### src/rtl/conv3x3_pkg.sv
// conv3x3_pkg: shared types, constants and arithmetic helpers for the
// streaming 3x3 convolution block (conv3x3_stream, line_buffer2).
package conv3x3_pkg;

  typedef enum logic [1:0] {
    IDLE = 2'd0,
    FILL = 2'd1,
    RUN  = 2'd2
  } state_t;

  localparam int unsigned KTAPS = 9;

  // Row-major k(0,0)..k(2,2): vertical Sobel-style gradient.
  localparam int DEFAULT_KERNEL [KTAPS] = '{1, 2, 1, 0, 0, 0, -1, -2, -1};

  // Nine products of an unsigned pixel and a signed coefficient never overflow this.
  function automatic int unsigned acc_width(input int unsigned pix_w, input int unsigned coef_w);
    return pix_w + coef_w + 4;
  endfunction

  // Clamp a signed value into the signed out_w-bit range.
  function automatic int sat_signed(input int acc, input int unsigned out_w);
    int hi;
    int lo;
    hi = (1 << (out_w - 1)) - 1;
    lo = -hi - 1;
    if (acc > hi)      return hi;
    else if (acc < lo) return lo;
    else               return acc;
  endfunction

endpackage

### src/rtl/conv3x3_stream_line_buffer.sv
// line_buffer2: two IMG_W-deep pixel rows. On each write at column col the
// older row takes the younger row's pixel and the younger row takes din.
// Ports:
//   clk       clock
//   we        write strobe (accepted pixel)
//   col       current column index
//   din       incoming pixel
//   tap_r2_c  pixel (r-2, col), combinational
//   tap_r1_c  pixel (r-1, col), combinational
module line_buffer2 #(
  parameter int unsigned PIX_W = 5,
  parameter int unsigned IMG_W = 28,
  parameter int unsigned COL_W = $clog2(IMG_W)
) (
  input  logic             clk,
  input  logic             we,
  input  logic [COL_W-1:0] col,
  input  logic [PIX_W-1:0] din,
  output logic [PIX_W-1:0] tap_r2_c,
  output logic [PIX_W-1:0] tap_r1_c
);

  logic [PIX_W-1:0] row_r2 [IMG_W];
  logic [PIX_W-1:0] row_r1 [IMG_W];

  assign tap_r2_c = row_r2[col];
  assign tap_r1_c = row_r1[col];

  // Storage only; contents before two full rows are never consumed.
  always_ff @(posedge clk) begin
    if (we) begin
      row_r2[col] <= row_r1[col];
      row_r1[col] <= din;
    end
  end

endmodule

### src/rtl/conv3x3_stream.sv
// conv3x3_stream: streaming valid-region 3x3 convolution with a runtime
// loadable signed kernel and valid/ready handshakes on both sides.
// Build option: define ABS_OUT_EN to emit |acc| saturated to unsigned OUT_W.
// Ports:
//   clk, rst_n         clock, async active-low reset
//   coef_load/coef_in  shadow-kernel write strobe and row-major kernel
//   s_valid/s_ready/s_data         raster-order pixel input
//   m_valid/m_ready/m_data/m_last  result output, m_last on final sample
module conv3x3_stream
  import conv3x3_pkg::*;
#(
  parameter int unsigned PIX_W  = 5,
  parameter int unsigned COEF_W = 3,
  parameter int unsigned IMG_W  = 28,
  parameter int unsigned IMG_H  = 28,
  parameter int unsigned OUT_W  = 8
) (
  input  logic                      clk,
  input  logic                      rst_n,
  input  logic                      coef_load,
  input  logic [KTAPS*COEF_W-1:0]   coef_in,
  input  logic                      s_valid,
  output logic                      s_ready,
  input  logic [PIX_W-1:0]          s_data,
  output logic                      m_valid,
  input  logic                      m_ready,
  output logic [OUT_W-1:0]          m_data,
  output logic                      m_last
);

  localparam int unsigned ACC_W = acc_width(PIX_W, COEF_W);
  localparam int unsigned COL_W = $clog2(IMG_W);
  localparam int unsigned ROW_W = $clog2(IMG_H);
  localparam int unsigned KW    = KTAPS * COEF_W;

  function automatic logic [KW-1:0] pack_default();
    logic [KW-1:0] k;
    k = '0;
    for (int t = 0; t < KTAPS; t++) k[(KTAPS-1-t)*COEF_W +: COEF_W] = COEF_W'(DEFAULT_KERNEL[t]);
    return k;
  endfunction

  localparam logic [KW-1:0] DEF_K = pack_default();

  state_t                  state, state_nx;
  logic                    rst_done;
  logic                    advance, accept;
  logic                    gen_c, last_c, kload_c, at_end_c;
  logic [COL_W-1:0]        col;
  logic [ROW_W-1:0]        row;
  logic [KW-1:0]           kshadow, kact;
  logic [PIX_W-1:0]        tap_r2, tap_r1;
  logic [PIX_W-1:0]        win     [KTAPS];
  logic [PIX_W-1:0]        nwin    [KTAPS];
  logic signed [ACC_W-1:0] prod    [KTAPS];
  logic signed [ACC_W-1:0] prod_nx [KTAPS];
  logic signed [ACC_W-1:0] acc_c;
  logic                    v1, l1;
  logic [OUT_W-1:0]        sat_c;
  int                      sat_i;

  // Whole pipeline moves together; input is held off while output is stalled.
  assign advance  = !m_valid || m_ready;
  assign s_ready  = rst_done && advance;
  assign accept   = s_valid && s_ready;
  assign at_end_c = (row == ROW_W'(IMG_H - 1)) && (col == COL_W'(IMG_W - 1));

  line_buffer2 #(.PIX_W(PIX_W), .IMG_W(IMG_W), .COL_W(COL_W)) u_lb (
    .clk      (clk),
    .we       (accept),
    .col      (col),
    .din      (s_data),
    .tap_r2_c (tap_r2),
    .tap_r1_c (tap_r1)
  );

  // FSM state register.
  always_ff @(posedge clk or negedge rst_n) begin
    if (!rst_n) state <= IDLE;
    else        state <= state_nx;
  end

  // Next state and per-accept output generation.
  always_comb begin
    state_nx = state;
    gen_c    = 1'b0;
    last_c   = 1'b0;
    kload_c  = 1'b0;
    if (accept) begin
      case (state)
        IDLE: begin
          kload_c  = 1'b1;
          state_nx = FILL;
        end
        FILL: begin
          if (row >= ROW_W'(2) && col >= COL_W'(2)) begin
            gen_c    = 1'b1;
            state_nx = RUN;
          end
        end
        RUN:     gen_c = (col >= COL_W'(2));
        default: state_nx = IDLE;
      endcase
      if (gen_c && at_end_c) begin
        last_c   = 1'b1;
        state_nx = IDLE;
      end
    end
  end

  // s_ready rises one cycle after reset release.
  always_ff @(posedge clk or negedge rst_n) begin
    if (!rst_n) rst_done <= 1'b0;
    else        rst_done <= 1'b1;
  end

  // Raster position of the next pixel.
  always_ff @(posedge clk or negedge rst_n) begin
    if (!rst_n) begin
      col <= '0;
      row <= '0;
    end else if (accept) begin
      if (col == COL_W'(IMG_W - 1)) begin
        col <= '0;
        row <= (row == ROW_W'(IMG_H - 1)) ? '0 : row + ROW_W'(1);
      end else begin
        col <= col + COL_W'(1);
      end
    end
  end

  // Shadow kernel takes any load; active kernel latches at frame start,
  // preferring a load arriving in that same cycle.
  always_ff @(posedge clk or negedge rst_n) begin
    if (!rst_n) begin
      kshadow <= DEF_K;
      kact    <= DEF_K;
    end else begin
      if (coef_load) kshadow <= coef_in;
      if (kload_c)   kact    <= coef_load ? coef_in : kshadow;
    end
  end

  // Shifted window: column 2 is the new column {r-2, r-1, r}.
  always_comb begin
    for (int i = 0; i < 3; i++) begin
      nwin[i*3]   = win[i*3+1];
      nwin[i*3+1] = win[i*3+2];
      nwin[i*3+2] = '0;
    end
    nwin[2] = tap_r2;
    nwin[5] = tap_r1;
    nwin[8] = s_data;
    for (int t = 0; t < KTAPS; t++)
      prod_nx[t] = ACC_W'($signed({1'b0, nwin[t]})) *
                   ACC_W'($signed(kact[(KTAPS-1-t)*COEF_W +: COEF_W]));
  end

  // Stage 1: window and products.
  always_ff @(posedge clk or negedge rst_n) begin
    if (!rst_n) begin
      for (int t = 0; t < KTAPS; t++) begin
        win[t]  <= '0;
        prod[t] <= '0;
      end
      v1 <= 1'b0;
      l1 <= 1'b0;
    end else begin
      if (accept) begin
        win  <= nwin;
        prod <= prod_nx;
      end
      if (advance) begin
        v1 <= gen_c;
        l1 <= last_c;
      end
    end
  end

  // Adder tree and output saturation.
  always_comb begin
    acc_c = '0;
    for (int t = 0; t < KTAPS; t++) acc_c = acc_c + prod[t];
`ifdef ABS_OUT_EN
    sat_i = int'(acc_c);
    if (sat_i < 0) sat_i = -sat_i;
    if (sat_i > (1 << OUT_W) - 1) sat_i = (1 << OUT_W) - 1;
`else
    sat_i = sat_signed(int'(acc_c), OUT_W);
`endif
    sat_c = OUT_W'(sat_i);
  end

  // Stage 2: output register, frozen while the consumer stalls.
  always_ff @(posedge clk or negedge rst_n) begin
    if (!rst_n) begin
      m_valid <= 1'b0;
      m_last  <= 1'b0;
      m_data  <= '0;
    end else if (advance) begin
      m_valid <= v1;
      m_last  <= l1;
      if (v1) m_data <= sat_c;
    end
  end

endmodule

### config.mk
export PLATFORM = sky130hd
export DESIGN_NAME = conv3x3_stream
export DESIGN_NICKNAME = d
export VERILOG_FILES = /design/src/rtl/conv3x3_pkg.sv /design/src/rtl/conv3x3_stream_line_buffer.sv /design/src/rtl/conv3x3_stream.sv
export SDC_FILE = /design/constraint.sdc
export NUM_CORES = 1
export LEC_CHECK = 0
export CAP_MARGIN = 20
export CORE_MARGIN = 3
export CORE_UTILIZATION = 45
export CTS_BUF_LIST = sky130_fd_sc_hd__clkbuf_8
export CTS_CLUSTER_DIAMETER = 200
export DETAILED_ROUTE_END_ITERATION = 8
export GPL_ROUTABILITY_DRIVEN = 0
export PLACE_DENSITY = 0.59
export SYNTH_ARGS = -nofsm -noshare
export SYNTH_HDL_FRONTEND = slang
export SYNTH_SLANG_ARGS = --single-unit
### constraint.sdc
create_clock -name clk -period 8.6 [get_ports clk]
set_clock_uncertainty 0.15 [all_clocks]
set_input_delay 1.29 -clock clk [delete_from_list [all_inputs] [get_ports clk]]
set_output_delay 1.29 -clock clk [all_outputs]
set_load 0.1 [all_outputs]
==> results of run 1 <==
worst min path at each step:
stage / from / end / slack, ps
final: m_last$_DFFE_PN0N_ / m_last$_DFFE_PN0N_ / 320
after detailed placement: m_last$_DFFE_PN0N_ / m_last$_DFFE_PN0N_ / 310
after global placement: m_last$_DFFE_PN0N_ / m_last$_DFFE_PN0N_ / 310
after CTS: m_last$_DFFE_PN0N_ / m_last$_DFFE_PN0N_ / 320
after floorplan: l1$_DFFE_PN0N_ / m_last$_DFFE_PN0N_ / 300
after global routing: l1$_DFFE_PN0N_ / l1$_DFFE_PN0N_ / 350
per-layer routing:
metal	up-vias	global-route usage [%]	part of all wire, %
met3	104	3.47	4.2
li1	6512	-	-
met5	-	0	0
met4	0	7.97	3.8
met1	7059	25.7	44
met2	304	32.1	48
worst min-delay path, stage by stage (launching register included):
cell	delay, ps
dfrtp_1	340
nand2_1	50
nand2_1	40
stage by stage:
step                std cells  hold slack [ps]  utilization (%)  worst slack [ps]
floorplan                1811              297                -              3870
detailed placement       2511              307             48.1              2850
global route             2674              351             51.5              2680
finish                   2674              316             51.5              3070
global placement         2505              307             48.0              2980
CTS                      2666              320             51.3              2830
cell usage after synthesis, types with 5 or more instances:
| cell | n |
|---|---|
| a21o_1 | 18 |
| a21oi_1 | 45 |
| a22oi_1 | 14 |
| and2_1 | 33 |
| buf_2 | 13 |
| clkbuf_1 | 44 |
| dfrtp_1 | 168 |
| dfstp_2 | 22 |
| edfxtp_1 | 280 |
| fa_1 | 110 |
| ha_1 | 122 |
| inv_1 | 171 |
| mux2_2 | 58 |
| mux2i_1 | 22 |
| mux4_2 | 70 |
| nand2_1 | 300 |
| nand2b_1 | 26 |
| nand3_1 | 15 |
| nor2_1 | 55 |
| nor2b_1 | 24 |
| nor3_1 | 8 |
| o21ai_0 | 77 |
| o21bai_1 | 9 |
| o22ai_1 | 5 |
| o31ai_1 | 7 |
| xnor2_1 | 21 |
| xor2_1 | 23 |
state kept, by name (all words and copies together), names as in the netlist:
signal / cells
u_lb.row_r1: 140
u_lb.row_r2: 140
prod: 81
nwin: 30
kact: 27
kshadow: 27
m_data: 8
col: 5
row: 5
state: 2
l1: 1
m_last: 1
m_valid: 1
rst_done: 1
v1: 1
final cells by class:
cell class | instances | area, sq um | share of cell area (%)
multi-input cells | 1106 | 9900 | 36.5
flip-flops and latches | 470 | 13200 | 48.7
inverters | 171 | 642 | 2.37
repair buffers | 84 | 808 | 2.98
clock inverters | 65 | 460 | 1.70
well taps | 688 | 861 | 3.18
clock buffers | 90 | 1240 | 4.57
cell families (layout without fill, tap and decap cells):
logic type	count (synthesis)	after routing	synth area share [%]
buf+inv	235	410	3.87
compound gates	200	200	5.07
fa+ha+maj	232	232	15.5
other cells	1	1	0.0156
xor+xnor	44	44	1.61
flops	470	470	54.9
simple gates	479	479	8.75
mux	150	150	10.2
==> results.md, run 1 <==
- Cell family with most CP delay: compound AO/OA/AOI/OAI gates
- Max-Slew Margin vs Limit: 26.1%
- Net Count, Synth: 2,080
- Final min period: roughly 5500 ps
- Avg Cell Area, Syn: 13.3 sq um
- Die height: 237 um
- Post-synthesis sequential area ratio: a little over half
- Commonest non-fill, non-tap cell in the layout: nand2_1
- CTS-repair resized insts: 0
- EDFF count, synth: between 200 and 300
- IO buf count: 47
- Design Area, Final: about 0.027 sq mm
- Critical path depth: 17
- Max Root-Sink Buffers: 3
- CP max-delay cell: dfrtp_4
- Cell taking the most area after synthesis: edfxtp_1
- Die W: about 240 um
- Syn Std Cell Area: between 0.02 and 0.025 sq mm
- Fillers: 4,555
- Post-synth cell types: 57
- Overall routing resource usage: 19.5%
- Synth Flop Type: edfxtp_1
- Worst r2r src: col[0]$_DFFE_PN0P_
- Worst Hold Class: reg2reg
- Vias in the first global route: roughly 15,000
- Layout cells sized above 1: 15.9%
- Crit share post-route: around 64%
- # diodes: 0
- Flop2flop setup slack: slightly above 3000 ps
- Capture point of the worst path: prod[46]$_DFFE_PN0P_
- Clk_lat worst skew: approximately 670 ps
- DIE AREA: about 0.056 sq mm
- Synth top area cells: edfxtp_1 35%, dfrtp_1 18%, fa_1 9.2%
- DRC: 0
- CP required: 8930 ps
- Unrepaired setup endpoints after global routing: false
- Total CTS buffers: a little over 80
- TritonRoute pass-1 iters: 6
- Critical Path Fanout Max: 28
- Critical path arrival: around 6000 ps
- Post-route setup TNS: 0 ps
- WL/cell: roughly 20 um
- Synthesized flop and latch total: 470
- Hold Violations, Final: 0
- Most frequent cells in the layout: 300 x nand2_1, 280 x edfxtp_1, 200 x inv_1
- Top cell type's share of synthesized area: 35.0%
- CTS tree: yes
- Synth-to-layout area growth: 12.9%
- Gr ovfl total: 0
- Routed Antenna Nets: 0
- FFs w/ async S/R, synth: about 40%
- First-pass GRT wire length: around 84,000 um
- H-tree depth: 3
- Placed cell areas: 0.0253 sq mm
- IO Pins: between 40 and 50
- Fmax: around 180 MHz
- Final Max Slew Viols: 0
- Crit path launch type: register
- Post-CTS setup buffer count: 0
- Endpoints failing setup: 0
- Cells along the critical path: buf_4 > mux4_2 > mux2i_1 > o21ai_0 > a21o_1 > buf_8 > or2_1 > fa_1 > inv_1 > ha_1 > ha_1 > a21o_1 > a21oi_1 > o21bai_1 > a21oi_1 > xnor2_1 > o21ai_0
- # nets final: ~2,200
- Yosys warnings: 0
- WP buf/inv: 3
- CTS Hold Bufs: 0
- Core Footprint: ~0.053 sq mm
- Drt via density: ~5.2
- Initial antenna violation count: 0
- Dpl hpwl: between 30,000 and 40,000 um
- Synth Instances: about 1,800
- CTS Root Cell: clkbuf_8
- Pin count of the biggest net entering global routing: between 90 and 100
- Outcome: finished, final reports clean
- Rows: between 80 and 90
- Via Count: between 10,000 and 15,000
- Initial Util: between 40% and 50%
- Kind of critical path: reg2reg
- R2r endpoint: prod[46]$_DFFE_PN0P_
- Max stage delay on crit path: about 700 ps
- Clock Pin Slew Worst Setup and Hold Paths: approximately 60 ps
- Max cap viols: 0
- Worst R2R Path Depth: 17
- WHS Path Cells: 2
- Final wirelength: between 50,000 and 60,000 um
- CTS sink count: 470
- Worst Setup SP: col[0]$_DFFE_PN0P_
- Drt initial violations: about 970
- Slew @ Worst Pin: about 1100 ps
- CP endpoint kind: register
Power of run 1 is not shown: default switching activity piles up to over one toggle a cycle in this logic, so the estimate is an artifact.
==> run 2, diff against run 1 <==
- PLACE_DENSITY: 0.59 -> 0.61
- clock period: 8.6 -> 4.6 ns (I/O delays scaled with it)
==> run 2 against run 1 <==
Against the previous run:
- final cell count is 3.2% higher
- the flow now finishes with violations (setup timing)
- critical path depth is 2 lower
- fmax is 18% higher
- worst hold slack better by 8.1 ps
- flip-flop and latch count stayed put
- design area is 3.2% higher
- non-clock buffer count is 89 higher
- count of clock-buffer cells in the layout is 6 higher
- global-route usage is 0.52 points higher
- largest cell class unchanged
- via count is 3.7% higher
- sequential share of layout area is 1.5 points lower
- wire length is 3.9% higher
==> results.md, run 2 (synthesized netlist as in run 1, its figures left out) <==
- H-tree depth: 3 (unchanged)
- Worst Setup SP: prod[70]$_DFFE_PN0P_
- Gr ovfl total: 0 (unchanged)
- Met1 Track Usage GR: 26.5% (+0.72 points)
- Pin count of the biggest net entering global routing: 104 (+14%)
- IO buf count: 47 (unchanged)
- Dpl hpwl: 38,200 um (+6.0%)
- DP Worst Slack: -218 ps (-3070 ps)
- CP endpoint kind: register
- Die W: 237 um (unchanged)
- Crit share post-route: 102% (+37 points)
- Critical path depth: 15 (-2)
- Overall routing resource usage: 20.0% (+0.52 points)
- Top Registers: u_lb.row_r1: 140 flops, u_lb.row_r2: 140 flops, prod: 81 flops
- Worst Hold Class: reg2reg
- Cells after DPL: 2,591 (+3.2%)
- Vias in the first global route: 15,500 (+3.4%)
- Post-route setup slack: -78.4 ps (-3150 ps)
- Critical Path Fanout Max: 7 (-75%)
- CP required: 5030 ps (-3900 ps)
- Layout cells sized above 1: 21.5% (+5.6 points)
- Total CTS buffers: 83 (unchanged)
- Final Max Slew Viols: 0 (unchanged)
- Fin util: 53.1% (+1.6 points)
- Cell Count, Final, Fillers Out: 2,760 (+3.2%)
- Clk_lat worst skew: 680 ps (about the same)
- DIE AREA: 0.0562 sq mm (unchanged)
- TritonRoute pass-1 iters: 5 (-1)
- Initial antenna violation count: 3 (+3)
- Via Count: 14,500 (+3.7%)
- Most Used Layer, Global Route: met2
- WL/cell: 20.0 um (+0.68%)
- Die height: 237 um (unchanged)
- Unrepaired setup endpoints after global routing: true
- Commonest non-fill, non-tap cell in the layout: nand2_1
- Fillers: 4,404 (-3.3%)
- Fmax: 214 MHz (+18%)
- Initial Util: 45.6% (unchanged)
- CP max-delay cell: fa_1
- Core Footprint: 0.0527 sq mm (unchanged)
- Rows: 84 (unchanged)
- Most frequent cells in the layout: 300 x nand2_1, 280 x edfxtp_1, 188 x inv_1
- GR Util met2: 33.3% (+1.2 points)
- Drt initial violations: 808 (-17%)
- Outcome: complete, but fails checks
- Routed Antenna Nets: 0 (unchanged)
- Flop2flop setup slack: -80 ps (-3150 ps)
- Kind of critical path: reg2reg
- Hold Violations, Final: 0 (unchanged)
- Capture point of the worst path: m_data[5]$_DFFE_PN0P_
- Failing checks: setup timing
- DRC: 0 (unchanged)
- Worst R2R Path Depth: 15 (-2)
- Final wirelength: 55,100 um (+3.9%)
- Worst r2r src: prod[70]$_DFFE_PN0P_
- Max cap viols: 0 (unchanged)
- IO Pins: 48 (unchanged)
- Final min period: 4680 ps (-851 ps)
- Met3 usage: 3.40% (-0.070 points)
- WP buf/inv: 4 (+1)
- Max Root-Sink Buffers: 3 (unchanged)
- Max-Slew Margin vs Limit: 31.9% (+5.9 points)
- First-pass GRT wire length: 86,700 um (+2.7%)
- CTS sink count: 470 (unchanged)
- CTS Root Cell: clkbuf_8
- Drt via density: 5.25 (+0.49%)
- Synth-to-layout area growth: 16.5%
- CTS tree: yes
- Critical path arrival: 5110 ps (-750 ps)
- Slew @ Worst Pin: 1020 ps (-86.9 ps)
- Max stage delay on crit path: 590 ps (-110 ps)
- # diodes: 0 (unchanged)
- R2r endpoint: m_data[5]$_DFFE_PN0P_
- Clock Pin Slew Worst Setup and Hold Paths: 60 ps (about the same)
- # nets final: 2,274 (+4.1%)
- Cells along the critical path: fa_1 > inv_2 > fa_1 > inv_2 > fa_1 > inv_1 > fa_1 > inv_2 > ha_4 > a211oi_2 > nor2_1 > or4_4 > a221oi_4 > a31oi_4 > a22oi_2
- Crit path top cell by count: fa_1
- Cell family with most CP delay: adder cells
- Endpoints failing setup: 7 (+7)
- Crit path launch type: register
run 2: what timing repair did:
action | in CTS | in global routing
resized for setup | 15 | 47
pin swaps | 17 | 35
hold endpoints to repair | 26 | 0
buffers inserted | 7 | 9
hold buffers | 1 | 0
setup endpoints to repair | 10 | 15
run 2: worst min path at each step:
stage                                    end  slack (ps)  depth (start not counted)            from
after floorplan           col[0]$_DFFE_PN0P_         240                          0           rst_n
after global placement        l1$_DFFE_PN0N_         310                          1  l1$_DFFE_PN0N_
after detailed placement      l1$_DFFE_PN0N_         320                          1  l1$_DFFE_PN0N_
after CTS                     l1$_DFFE_PN0N_         330                          1  l1$_DFFE_PN0N_
after global routing          l1$_DFFE_PN0N_         350                          1  l1$_DFFE_PN0N_
final                         l1$_DFFE_PN0N_         320                          1  l1$_DFFE_PN0N_
run 2: layout make-up:
cell class / instances / area [sq um] / area share [%]
clock inverters: 56 / 305 / 1.09
flip-flops and latches: 470 / 13200 / 47.2
inverters: 171 / 642 / 2.29
multi-input cells: 1106 / 10100 / 36.1
clock buffers: 96 / 1320 / 4.72
well taps: 688 / 861 / 3.08
repair buffers: 173 / 1560 / 5.58
run 2: per-stage QoR:
stage          hold slack, ps  instance area [sq um]  setup TNS [ps]
6_report                  324                  28000            -401
5_1_grt                   349                  28000           -1860
4_1_cts                   329                  27700            -327
3_5_place_dp              316                  26000           -1370
3_3_place_gp              309                  26000            -646
2_1_floorplan             244                  24000               0
run 2: routing by layer:
metal / up-vias / part of all wire (%)
met2: 326 / 49
met4: 2 / 3.4
met1: 7375 / 43
met3: 118 / 4.5
met5: - / 0.024
li1: 6678 / -
Power of run 2 is left out for the same reason.
